--- src/rtl/lfsr_rand_gen_pkg.sv ---
// Shared constants for the LFSR random source: default tap masks and seeds
// for the supported state widths, plus the draw FSM state encoding.
package lfsr_rand_gen_pkg;

    localparam logic [15:0] TAPS_16 = 16'hD008;
    localparam logic [15:0] SEED_16 = 16'hACE1;
    localparam logic [29:0] TAPS_30 = 30'h20000029;
    localparam logic [29:0] SEED_30 = 30'h20000029;
    localparam logic [31:0] TAPS_32 = 32'h80200003;
    localparam logic [31:0] SEED_32 = 32'h00000001;

    typedef enum logic {
        ST_IDLE = 1'b0,
        ST_DRAW = 1'b1
    } draw_state_e;

    // Default feedback mask for a given state width (30-bit set otherwise).
    function automatic logic [31:0] default_taps(input int w);
        case (w)
            16:      return 32'(TAPS_16);
            32:      return TAPS_32;
            default: return 32'(TAPS_30);
        endcase
    endfunction

    // Default nonzero seed for a given state width (30-bit set otherwise).
    function automatic logic [31:0] default_seed(input int w);
        case (w)
            16:      return 32'(SEED_16);
            32:      return SEED_32;
            default: return 32'(SEED_30);
        endcase
    endfunction

endpackage

--- src/rtl/lfsr_rand_gen_lfsr_core.sv ---
// Fibonacci LFSR state register with seed loading and lock-up recovery.
// A zero seed is replaced by SEED, and an all-zero state (which would
// otherwise stick forever) is pulled back to SEED on the next cycle.
module lfsr_core #(
    parameter int               WIDTH = 30,
    parameter logic [WIDTH-1:0] TAPS  = 30'h20000029,
    parameter logic [WIDTH-1:0] SEED  = 30'h20000029
) (
    input  logic             clk_i,
    input  logic             rst_i,
    input  logic             step_i,
    input  logic             load_i,
    input  logic [WIDTH-1:0] load_val_i,
    output logic [WIDTH-1:0] state_o
);

    logic [WIDTH-1:0] state_q;
    logic [WIDTH-1:0] state_d;

    // Next state: seed load beats lock-up recovery beats a step beats hold.
    always_comb begin
        state_d = state_q;
        if (load_i) begin
            state_d = (load_val_i == '0) ? SEED : load_val_i;
        end else if (state_q == '0) begin
            state_d = SEED;
        end else if (step_i) begin
            state_d = {state_q[WIDTH-2:0], ^(state_q & TAPS)};
        end
    end

    // State register, reset to the configured seed.
    always_ff @(posedge clk_i or posedge rst_i) begin
        if (rst_i) begin
            state_q <= SEED;
        end else begin
            state_q <= state_d;
        end
    end

    assign state_o = state_q;

endmodule

--- src/rtl/lfsr_rand_gen.sv ---
// Random source for game logic: free-running LFSR state on raw, plus a
// bounded draw that returns a value in [0,bound). Each draw cycle masks the
// low LFSR bits to the smallest power-of-two span covering bound and rejects
// out-of-range candidates; after MAX_TRIES rejections the last candidate is
// folded into range by subtracting bound, so latency is strictly bounded.
module lfsr_rand_gen
    import lfsr_rand_gen_pkg::*;
#(
    parameter int               WIDTH     = 30,
    parameter logic [WIDTH-1:0] TAPS      = WIDTH'(default_taps(WIDTH)),
    parameter logic [WIDTH-1:0] SEED      = WIDTH'(default_seed(WIDTH)),
    parameter int               OUT_W     = 8,
    parameter int               MAX_TRIES = 8
) (
    input  logic             clk,
    input  logic             rst,
    input  logic             en,
    input  logic             seed_we,
    input  logic [WIDTH-1:0] seed_din,
    input  logic             req,
    input  logic [OUT_W-1:0] bound,
    output logic             busy,
    output logic             valid,
    output logic [OUT_W-1:0] value,
    output logic             fallback,
    output logic [WIDTH-1:0] raw
);

    localparam int               TRY_W    = (MAX_TRIES > 1) ? $clog2(MAX_TRIES) : 1;
    localparam logic [TRY_W-1:0] LAST_TRY = TRY_W'(MAX_TRIES - 1);

    draw_state_e      state_q, state_d;
    logic [OUT_W-1:0] bound_q, bound_d;
    logic [TRY_W-1:0] tries_q, tries_d;
    logic             valid_q, valid_d;
    logic [OUT_W-1:0] value_q, value_d;
    logic             fallback_q, fallback_d;
    logic [OUT_W-1:0] cand;

    // All ones up to the MSB of (b-1); b==1 yields zero.
    function automatic logic [OUT_W-1:0] span_mask(input logic [OUT_W-1:0] b);
        logic [OUT_W-1:0] m;
        m = b - OUT_W'(1);
        for (int i = 1; i < OUT_W; i++) begin
            m = m | (m >> i);
        end
        return m;
    endfunction

    // The LFSR advances on the free-run enable and on every draw attempt.
    lfsr_core #(
        .WIDTH (WIDTH),
        .TAPS  (TAPS),
        .SEED  (SEED)
    ) u_lfsr (
        .clk_i      (clk),
        .rst_i      (rst),
        .step_i     (en | (state_q == ST_DRAW)),
        .load_i     (seed_we),
        .load_val_i (seed_din),
        .state_o    (raw)
    );

    // Draw FSM: accept a request in IDLE, make one attempt per DRAW cycle.
    always_comb begin
        state_d    = state_q;
        bound_d    = bound_q;
        tries_d    = tries_q;
        valid_d    = 1'b0;
        value_d    = value_q;
        fallback_d = fallback_q;
        cand       = raw[OUT_W-1:0] & span_mask(bound_q);
        case (state_q)
            ST_IDLE: begin
                if (req) begin
                    bound_d = bound;
                    tries_d = '0;
                    state_d = ST_DRAW;
                end
            end
            ST_DRAW: begin
                if (bound_q == '0) begin
                    // Empty range: return zero rather than spin.
                    value_d    = '0;
                    valid_d    = 1'b1;
                    fallback_d = 1'b0;
                    state_d    = ST_IDLE;
                end else if (cand < bound_q) begin
                    value_d    = cand;
                    valid_d    = 1'b1;
                    fallback_d = 1'b0;
                    state_d    = ST_IDLE;
                end else if (tries_q == LAST_TRY) begin
                    // cand < 2*bound here, so the difference cannot wrap.
                    value_d    = cand - bound_q;
                    valid_d    = 1'b1;
                    fallback_d = 1'b1;
                    state_d    = ST_IDLE;
                end else begin
                    tries_d = tries_q + TRY_W'(1);
                end
            end
            default: state_d = ST_IDLE;
        endcase
    end

    // FSM, draw context and output registers.
    always_ff @(posedge clk or posedge rst) begin
        if (rst) begin
            state_q    <= ST_IDLE;
            bound_q    <= '0;
            tries_q    <= '0;
            valid_q    <= 1'b0;
            value_q    <= '0;
            fallback_q <= 1'b0;
        end else begin
            state_q    <= state_d;
            bound_q    <= bound_d;
            tries_q    <= tries_d;
            valid_q    <= valid_d;
            value_q    <= value_d;
            fallback_q <= fallback_d;
        end
    end

    assign busy     = (state_q == ST_DRAW);
    assign valid    = valid_q;
    assign value    = value_q;
    assign fallback = fallback_q;

endmodule

--- config.mk ---
export PLATFORM = sky130hd
export DESIGN_NAME = lfsr_rand_gen
export DESIGN_NICKNAME = d
export VERILOG_FILES = /design/src/rtl/lfsr_rand_gen_pkg.sv /design/src/rtl/lfsr_rand_gen_lfsr_core.sv /design/src/rtl/lfsr_rand_gen.sv
export SDC_FILE = /design/constraint.sdc
export NUM_CORES = 1
export LEC_CHECK = 0
export CAP_MARGIN = 20
export CORE_ASPECT_RATIO = 0.5
export CORE_MARGIN = 4
export CORE_UTILIZATION = 53
export DETAILED_ROUTE_END_ITERATION = 8
export PLACE_DENSITY = 0.86
export SLEW_MARGIN = 20
export SYNTH_ARGS = -nofsm -noshare
export SYNTH_HDL_FRONTEND = slang
export SYNTH_HIERARCHICAL = 1
export SYNTH_SLANG_ARGS = --single-unit
export TNS_END_PERCENT = 20
--- constraint.sdc ---
create_clock -name clk -period 6.84 [get_ports clk]
set_input_delay 1.368 -clock clk [delete_from_list [all_inputs] [get_ports clk]]
set_output_delay 1.368 -clock clk [all_outputs]
set_load 0.02 [all_outputs]
==> impl_metrics.toml <==
[status]
status = "completed"

[sta]
tns_ps = 0
fmax_ghz = 0.252
worst_pin_slew_ps = 926
slew_headroom_pct = 38.1
skew_ps = 3.80
final.setup.worst_slack_ps = 2880
rsz0062_at_grt = "no"
fin_crit_sh_pct = 57.9
setup_viol = 0
hold_violations = 0
period_minus_slack_ps = 3960
slew_viol_final = 0

[routing]
dr.pass1.iters = 5
remaining_drc_errors = 0
via_per_inst = 5.85
ant_nets = 0
wl_per_cell_um = 16.9
totalWireLength_um = 8520
vias = 2943
drt-initial-drc-count = 217

[cells_and_area]
final_layout_size_suffix_gt1_share_pct = 6.51
fin_util_pct = 74.3
fillCellCount = 412
area_growth_pct = 31.1
num_antenna_cells = 0
final_nets = 485

[power_and_ir_drop]
total_power_mw = 1.71
p_per_area_nw_per_um2 = 406
ir_drop_mv = 0.155
leakagePower_nw = 1.85

[global_route]
grt_usage_pct = 23.7
grt_pass1_vias = 2958
gr-total-overflow = 0
grt_max_degree = 57
antenna_found_initial = 0
grt_pass1_wl_um = 14200

[setup_path]
path_class = "reg -> reg"
critPathLaunchType = "flip-flop"
crit_required_ps = 7060
critPathCaptureType = "flip-flop"
crit_fanout = 11
cp.arrival_ps = 4180

[synthesis]
synth.avg_cell_area_um2 = 9.08
synthFlopType = "dfrtp_1"
synth_edf_count = 0
ys_ff_latch = 52
yosysUniqueCellTypes = 51
yosysSeqAreaShare_pct = 40.7
syn-instance-count = 353
syn_area_um2 = 3210
synthArstFlopShare_pct = 100
yosysWarnings = 6
syn_nets = 409

[clock_tree]
cts_resized = 0
clock-sinks = 52
clkTransAtPathRegs_ps = 70
hold_buffers = 0
cts_buffers = 5
cts_max_level = 2
clockBufferDepth = 2
cts_tree = "yes"
clk_latency_ps = 300
root_buffer = "clkbuf_16"
post_cts_buffers = 0

[job]
max_cap_violations = 0

[placement]
pre_cts_ws_ps = 2960
gp_congestion = 0.952
io_buffers = 83
hpwlAfterDp_um = 6380

[floorplan]
top_level_ports = 84
initial_core_util_pct = 56.7
core_um2 = 5660
die_y_um = 63.0
die_area_um2 = 7430
rows = 19
die_w_um = 118

[hold_path]
hold_class = "reg -> reg"
## area by class of cell
type	count	area, um2	share of cell area (%)
sequential	52	1310	31.1
multi-input combinational	265	1750	41.6
clock buffer	6	129	3.06
tap	73	91.3	2.17
timing repair buffer	84	838	19.9
clock inverter	2	12.5	0.298
inverter	21	78.8	1.87
## logic make-up (layout without fill, tap and decap cells)
logic type	count (synthesis)	after routing	synth area share, %
AO/OA/AOI/OAI	89	89	17.8
flip-flops	52	52	40.7
adder cells (fa/ha/maj)	13	13	5.31
buffers and inverters	36	113	4.72
AND/OR/NAND/NOR	124	124	19.7
XOR/XNOR	12	12	3.28
multiplexers	27	27	8.43
## flip-flops by register name (all words and copies together), names as in the netlist
register	count
value	8
valid	1
bound_q	8
u_lfsr/state_o	30
busy	1
fallback	1
tries_q	3
## report_power, final
part           switching (mW)  internal, mW
Clock                   0.116         0.135
Sequential              0.112         0.398
Combinational           0.525         0.419
Total                   0.753         0.953
## routing by layer
layer | GRT usage (%) | routed length (um) | up-vias
li1 | - | - | 1412
met1 | 28.4 | 3660 | 1420
met2 | 41.9 | 4200 | 94
met3 | 4.88 | 461 | 17
met4 | 9.78 | 200 | 0
met5 | 0 | 0 | -
## per-stage QoR
stage | hold WS, ps | instances | cell area (um2)
floorplan | 450 | 353 | 3210
global placement | 470 | 495 | 4060
detailed placement | 484 | 495 | 4060
CTS | 507 | 503 | 4210
global route | 530 | 503 | 4210
finish | 514 | 503 | 4210
## worst max-delay path, cell delays in order (launching register included)
cell and delay, ps:
dfrtp_1 460, inv_1 150, ha_1 230, nor3b_2 240, xnor2_1 140, a211o_1 320
o21ai_0 260, ha_1 260, fa_1 230, nand2b_1 160, a21oi_2 90, o41ai_4 640
nand3b_1 350, nand2b_1 250, o211ai_1 100
## synth_stat cells (2+ instances only)
library cell / instances / area (um2)
mux2i_1: 27 / 270
or3_1: 4 / 25.0
buf_2: 4 / 20.0
o2bb2ai_1: 4 / 35.0
nor2_1: 18 / 67.6
o21ai_1: 4 / 20.0
nand2_1: 54 / 203
o221ai_1: 5 / 43.8
a21oi_1: 7 / 35.0
nor2b_1: 3 / 18.8
a31oi_1: 2 / 12.5
dfstp_2: 4 / 105
nand2b_1: 8 / 50.1
inv_1: 20 / 75.1
nand4_1: 4 / 25.0
o21ai_0: 50 / 250
dfrtp_1: 48 / 1200
nor4_2: 4 / 50.1
nor4_1: 11 / 68.8
nor3_1: 4 / 20.0
o31ai_1: 2 / 15.0
xnor2_1: 9 / 78.8
nand3_1: 6 / 30.0
and2_1: 2 / 12.5
ha_1: 12 / 150
clkbuf_1: 9 / 33.8
xor2_1: 3 / 26.3
o211ai_1: 2 / 15.0
## worst paths after layout
kind,from,to,slack [ps],cells past startpoint
max in group asynchronous,rst,bound_q[6],4700,2
min in group asynchronous,rst,u_lfsr/state_o[6],1480,2
setup reg to reg,bound_q[1],value[3],2880,14
setup / recovery,bound_q[1],value[3],2880,14
hold reg to reg,value[7],value[7],510,2
hold / removal,value[7],value[7],510,2
## layout by cell type, fill, tap and decap left out, types with 2 or more instances in the layout
cell	netlist	final
o221ai_1	5	5
o21ai_0	50	50
o211ai_1	2	2
o31ai_1	2	2
nand4_1	4	4
nor2_1	18	18
clkbuf_16	0	5
xor2_1	3	3
ha_1	12	12
mux2i_1	27	27
inv_1	20	19
inv_2	1	2
xnor2_1	9	9
clkdlybuf4s50_1	0	83
dfrtp_1	48	48
nor4_2	4	4
dfstp_2	4	4
nor4_1	11	11
nand2b_1	8	8
a21oi_1	7	7
nor2b_1	3	3
or3_1	4	4
nand2_1	54	54
a31oi_1	2	2
o21ai_1	4	4
and2_1	2	2
nand3_1	6	6
o2bb2ai_1	4	4
nor3_1	4	4
No activity file was read; power rests on OpenSTA's default activity.
